File: src/rtl/fetch_unit.sv
// Instruction fetch stage: reads NIBBLES consecutive 4-bit RAM words per instruction
// and hands the assembled instruction to the decoder over valid/ready.
module fetch_unit #(
  parameter int unsigned           ADDR_WIDTH = 12,
  parameter int unsigned           NIBBLES    = 4,
  parameter logic [ADDR_WIDTH-1:0] RESET_PC   = '0
) (
  input  logic                    clk,
  input  logic                    rst,
  output logic                    ram_read,
  output logic [ADDR_WIDTH-1:0]   ram_addr,
  input  logic [3:0]              ram_data,
  output logic [4*NIBBLES-1:0]    instr,
  output logic [ADDR_WIDTH-1:0]   instr_pc,
  output logic                    instr_valid,
  input  logic                    instr_ready,
  input  logic                    jump,
  input  logic [ADDR_WIDTH-1:0]   jump_addr,
  input  logic                    halt,
  output logic                    busy
);

  localparam int unsigned IW = 4 * NIBBLES;
  localparam int unsigned CW = (NIBBLES > 1) ? $clog2(NIBBLES) : 1;

  typedef enum logic [1:0] {FETCH, HOLD, HALTED} state_t;

  state_t                state, nxt_state;
  logic [ADDR_WIDTH-1:0] fetch_addr, nxt_fetch;
  logic [ADDR_WIDTH-1:0] start_addr;
  logic [CW-1:0]         cnt;
  logic [IW-1:0]         shift;
  logic [IW-1:0]         assembled;
  logic                  last;
  logic                  handshake;

  assign assembled = {shift[IW-5:0], ram_data};
  assign last      = (cnt == CW'(NIBBLES - 1));
  assign handshake = instr_valid & instr_ready;

  // RAM controls decode straight from the state register; reset forces them idle
  assign ram_read = (state == FETCH) & ~rst;
  assign busy     = (state == FETCH) & ~rst;

  // Next state and fetch address; jump overrides everything
  always_comb begin
    nxt_state = state;
    nxt_fetch = fetch_addr;
    if (jump) begin
      nxt_state = halt ? HALTED : FETCH;
      nxt_fetch = jump_addr;
    end else begin
      case (state)
        FETCH: begin
          nxt_fetch = fetch_addr + ADDR_WIDTH'(1);
          if (last) nxt_state = HOLD;
        end
        HOLD:    if (handshake) nxt_state = halt ? HALTED : FETCH;
        HALTED:  if (!halt) nxt_state = FETCH;
        default: nxt_state = FETCH;
      endcase
    end
  end

  always_ff @(posedge clk or posedge rst) begin
    if (rst) begin
      state       <= FETCH;
      fetch_addr  <= RESET_PC;
      start_addr  <= RESET_PC;
      ram_addr    <= RESET_PC;
      cnt         <= '0;
      shift       <= '0;
      instr       <= '0;
      instr_pc    <= RESET_PC;
      instr_valid <= 1'b0;
    end else begin
      state      <= nxt_state;
      fetch_addr <= nxt_fetch;
      // ram_addr only moves when a fetch cycle follows, so it holds while idle
      if (nxt_state == FETCH) ram_addr <= nxt_fetch;
      if (jump) begin
        start_addr  <= jump_addr;
        cnt         <= '0;
        instr_valid <= 1'b0;
      end else begin
        case (state)
          FETCH: begin
            shift <= assembled;
            if (last) begin
              instr       <= assembled;
              instr_pc    <= start_addr;
              instr_valid <= 1'b1;
            end else begin
              cnt <= cnt + CW'(1);
            end
          end
          HOLD: begin
            if (handshake) begin
              instr_valid <= 1'b0;
              cnt         <= '0;
              start_addr  <= fetch_addr;
            end
          end
          default: ;
        endcase
      end
    end
  end

endmodule

File: config.mk
export PLATFORM = sky130hd
export DESIGN_NAME = fetch_unit
export DESIGN_NICKNAME = d
export VERILOG_FILES = /design/src/rtl/fetch_unit.sv
export SDC_FILE = /design/constraint.sdc
export NUM_CORES = 1
export LEC_CHECK = 0
export CORE_AREA = 2 2 89 91
export CTS_CLUSTER_SIZE = 28
export DETAILED_ROUTE_END_ITERATION = 12
export DIE_AREA = 0 0 91 93
export GPL_TIMING_DRIVEN = 0
export MAX_ROUTING_LAYER = met4
export PLACE_DENSITY = 0.82
export SLEW_MARGIN = 20
export SYNTH_ARGS = -nofsm -noshare
export SYNTH_HDL_FRONTEND = slang
export SYNTH_SLANG_ARGS = --single-unit
export TNS_END_PERCENT = 10
File: constraint.sdc
create_clock -name clk -period 2.35 [get_ports clk]
set_input_delay 0.3525 -clock clk [delete_from_list [all_inputs] [get_ports clk]]
set_output_delay 0.3525 -clock clk [all_outputs]
set_load 0.03 [all_outputs]
# Yosys cells after proc, flatten, opt, wreduce, memory -nomap -nowiden
# Cells that the tools add are included.
# totals
reg_bits	81
input_bits	21
out_inout_bits	43
# classes
addsub	2
eq_ne	6
muxes	19
bitwise_logic	4
reduce_logical	10
# op_table
operator	count
$mux W12	5
$mux W2	8
$add A12 B1 Y12 const B	1
$ne A3 B3 Y1 const B	3
$reduce_and A3 Y1	3
$pmux W2 S3	1
$eq A2 B2 Y1 const B	2
$logic_not A2 Y1	2
$pmux W2 S2	1
$reduce_and A2 Y1	2
$reduce_bool A2 Y1	2
$mux W1	3
$reduce_bool A3 Y1	1
$add A2 B1 Y2 const B	1
$and A1 B1 Y1	2
$eq A2 B1 Y1 const B	1
$not A1 Y1	2
$pmux W1 S2	1

# Logic depth before layout (Yosys ltp)
# depth
ltp_word	5
depth_mapped	7
ltp_nobuf	5

# Least setup slack after synthesis
# OpenSTA, ideal clock, no wires.
# synth_timing
path_type	flip-flop to output port
start	register state[0]
end	output ram_read
t_arrival_ns	1.697
path_slack_ns	0.300
stages_incl_launch_ff	5
cell_sequence	dfrtp_1 -> buf_2 -> buf_2 -> nor3_1 -> buf_4
# synth_between
elab_chain_cells	2
# synth_lines
element	line_no	rtl
from (decl)	28	state_t state, nxt_state;
from (signal assigned)	77	state <= nxt_state;
$logic_not A2 Y1	-	
$and A1 B1 Y1	-	
to (decl)	10	output logic ram_read,
# Every way passes these cells.

# Worst setup path after layout
# layout_timing
start	register state[0]
end	output ram_read
# layout_between
elab_chain_cells	2
# layout_lines
element	line_no	rtl
$logic_not A2 Y1	42	assign ram_read = (state == FETCH) & ~rst;
$and A1 B1 Y1	42	
# Every way passes these cells.

==> metrics.cfg <==
[sta]
finalCritPeriodShare_pct=93.73
rsz0062_at_grt=false
fin_skew_ns=0.009785
layout_setup_ws_ns=0.1473
maxSlewHeadroom_pct=56.90
fmax_mhz=454.0
finalHoldViolations=0
max_slew.worst_pin.slew_ns=0.6430
period_minus_slack_ns=2.203
slew_viol_final=0
fin_tns_setup_ns=0
setup_viol=0

[clocking]
cts.sinks=81
cts_setup_buffers=0
clock-root-buffer=clkbuf_8
cts_buffers=9
postCtsResizedCells=2
hold_buffers=0
cts_tree=yes
clk_latency_ns=0.37
h-tree-depth=3
clockBufferDepth=2
clk_pin_slew_ns=0.08

[floorplan]
initial_core_util_pct=46.14
die-height_um=93
io_pins=64
fp.dieW_um=91
core_area_sq_um=7527
num_rows=32
die_area_sq_um=8463

[synthesis]
ys_ff_latch=81
synth_ff_type=dfrtp_1
synth_common_cells=dfrtp_1 (81), mux2_1 (29), mux2_2 (21), nor2_1 (21), a21oi_1 (15)
synth_edf_count=0
ys_types=47
syn_inst=266
ys_seq_area_share_pct=58.36
synth_area_leaders=dfrtp_1 (58%), mux2_1 (9.4%), mux2_2 (6.8%)
syn_area_per_cell_sq_um=13.06
postSynthNetCount=290
async_flop_share_pct=100.0
netlist_area_sq_um=3473
synth_top_area_share_pct=58.36
synth_top_area_cell=dfrtp_1
ys_warn_count=0
synth_most_common_cell=dfrtp_1

[drt]
ant_nets=0
vias=2372
routed_wirelength_mm=7.120
route.detailed.drc=0
drt_first_iter_violations=110
viasPerCell=5.295
drt_pass1_iterations=4
wl_per_cell_um=15.89

[global_routing]
overflow=0
grt_use_total_pct=18.88
antenna_found_initial=0
grt_pass1_vias=2427
grt_pass1_wl_mm=11.96
grt_start_max_net_pins=30

[placed_design]
dpl_cell_area_sq_um=4273
dp_slack_ns=0.1060
hpwl_mm=5.375
place.gp.congestion=0.8486
numPortBuffers=62

[power]
switchingPower_mw=1.526
combPwrFrac_pct=34.1
p_leak_nw=1.950
irDropWorstVdd_mv=0.3420
power_density_nw_per_um2=985.3
p_int_mw=2.860
switching_share_pct=34.79
pwr-share-clk_pct=21.4
sequentialPowerShare_pct=44.6

[cells_and_area]
design_area_sq_um=4452
area_growth_pct=28.17
nNetsFinal=365
antenna_cells=0
drive_gt1_share_pct=17.05

[worst_setup_path]
cp-startpoint=state[0]$_DFF_PP0_
cp.depth=5
cpPeakStageDelay_ns=0.39
r2r-end=instr_pc[5]$_DFFE_PP0P_
r2r_start=state[0]$_DFF_PP0_
endpoint=ram_read
end_kind=output port
crit_path_start_kind=flip-flop
worst-path-buf-inv=4
r2r_slack_ns=0.24
critPathArrivalTime_ns=1.85
cp_top_family=buffers and inverters
cp_common_cell=buf_2
critical_path.max_fanout=10
path_class=reg2out
rr_worst_depth=6
worst-endpoint-required_ns=2.00
crit_path_top_delay_cell=dlygate4sd2_1
cp_cell_sequence=buf_2, buf_2, nor3_1, buf_4, dlygate4sd2_1

[min_path]
worstHoldPathType=in2reg

[job]
max_cap_viol_count=0

[status]
status=complete, no violations

## layout make-up
type | instances | area, sq um
clock buffers | 11 | 151.4
clock inverters | 5 | 30.03
flip-flops and latches | 81 | 2027
repair buffers | 64 | 665.6
well taps | 102 | 127.6
multi-input cells | 168 | 1328
inverters | 3 | 15.01
fillers | 646 | 3075
plain buffers | 14 | 107.6
## routing by layer
layer	global-route usage, %	vias to the layer above	routed length (um)
met5	-	-	0
met4	10.73	0	286
met3	5.802	23	353
met2	29.20	78	3390
met1	22.10	1166	3090
li1	-	1105	-
## worst register-to-register path, delay by kind of cell (launching register included)
kind                   cells  cell delay [ns]
AND/OR/NAND/NOR            2             0.76
buffers and inverters      3             0.54
multiplexers               1             0.34
flip-flops                 1             0.36
## flip-flops by register name (all words and copies together) (netlist names)
signal / flops
shift: 12
fetch_addr: 12
start_addr: 12
ram_addr: 12
cnt: 2
instr_valid: 1
instr_pc: 12
instr: 16
state: 2
## power groups by stage
stage          Clock [mW]  Sequential (mW)  Combinational (mW)
6_report            0.937             1.96                1.49
5_1_grt              1.02             2.01                1.58
4_1_cts             0.958             1.96                1.51
3_5_place_dp            0             1.98                1.51
3_3_place_gp            0             1.96                1.46
2_1_floorplan           0             2.40               0.411
## cell usage in the layout, fill, tap and decap left out, types with 3 or more instances in the layout
cell type        Yosys  layout
a21oi_1             15      15
a31oi_1              5       5
buf_2                5       5
buf_4                3       3
buf_6                5       5
clkbuf_8             0      11
clkdlybuf4s50_1      0      60
clkinv_2             0       3
clkinvlp_4           0       3
dfrtp_1             81      81
ha_1                 3       3
mux2_1              29      29
mux2_2              21      21
mux2i_1             13      13
nand2_1              9       9
nand3_1              3       3
nand4_1              5       5
nor2_1              21      21
o21ai_0              5       5
o2bb2ai_1            3       3
or3_1                3       3
## through the flow
step / cells / util [%] / hold slack (ns) / power, mW
after floorplan: 266 / - / 0.4602 / 2.814
after CTS: 448 / 59.14 / 0.2677 / 4.427
final: 448 / 59.14 / 0.2823 / 4.387
after detailed placement: 432 / 56.77 / 0.4751 / 3.492
after global routing: 448 / 59.14 / 0.2855 / 4.600
after global placement: 430 / 56.13 / 0.4666 / 3.423
## worst min path at each step
stage,startpoint,endpoint,depth (start not counted)
detailed placement,instr[13]$_DFFE_PP0P_,instr[13]$_DFFE_PP0P_,1
CTS,jump,state[0]$_DFF_PP0_,3
finish,jump,state[0]$_DFF_PP0_,3
floorplan,shift[9]$_DFFE_PP0P_,instr[13]$_DFFE_PP0P_,1
global route,jump,state[0]$_DFF_PP0_,3
global placement,instr[0]$_DFFE_PP0P_,instr[0]$_DFFE_PP0P_,1
## cell families (layout without fill, tap and decap cells)
| group | Yosys count | after routing | share of synthesized area [%] |
|---|---|---|---|
| multiplexers | 63 | 63 | 19.96 |
| flip-flops | 81 | 81 | 58.36 |
| buffers and inverters | 17 | 97 | 3.422 |
| AND/OR/NAND/NOR | 61 | 61 | 9.691 |
| XOR/XNOR | 2 | 2 | 0.5044 |
| adder cells (fa/ha/maj) | 3 | 3 | 1.081 |
| AO/OA/AOI/OAI | 39 | 39 | 6.989 |
Note: power is estimated with default switching activity, not from simulation.
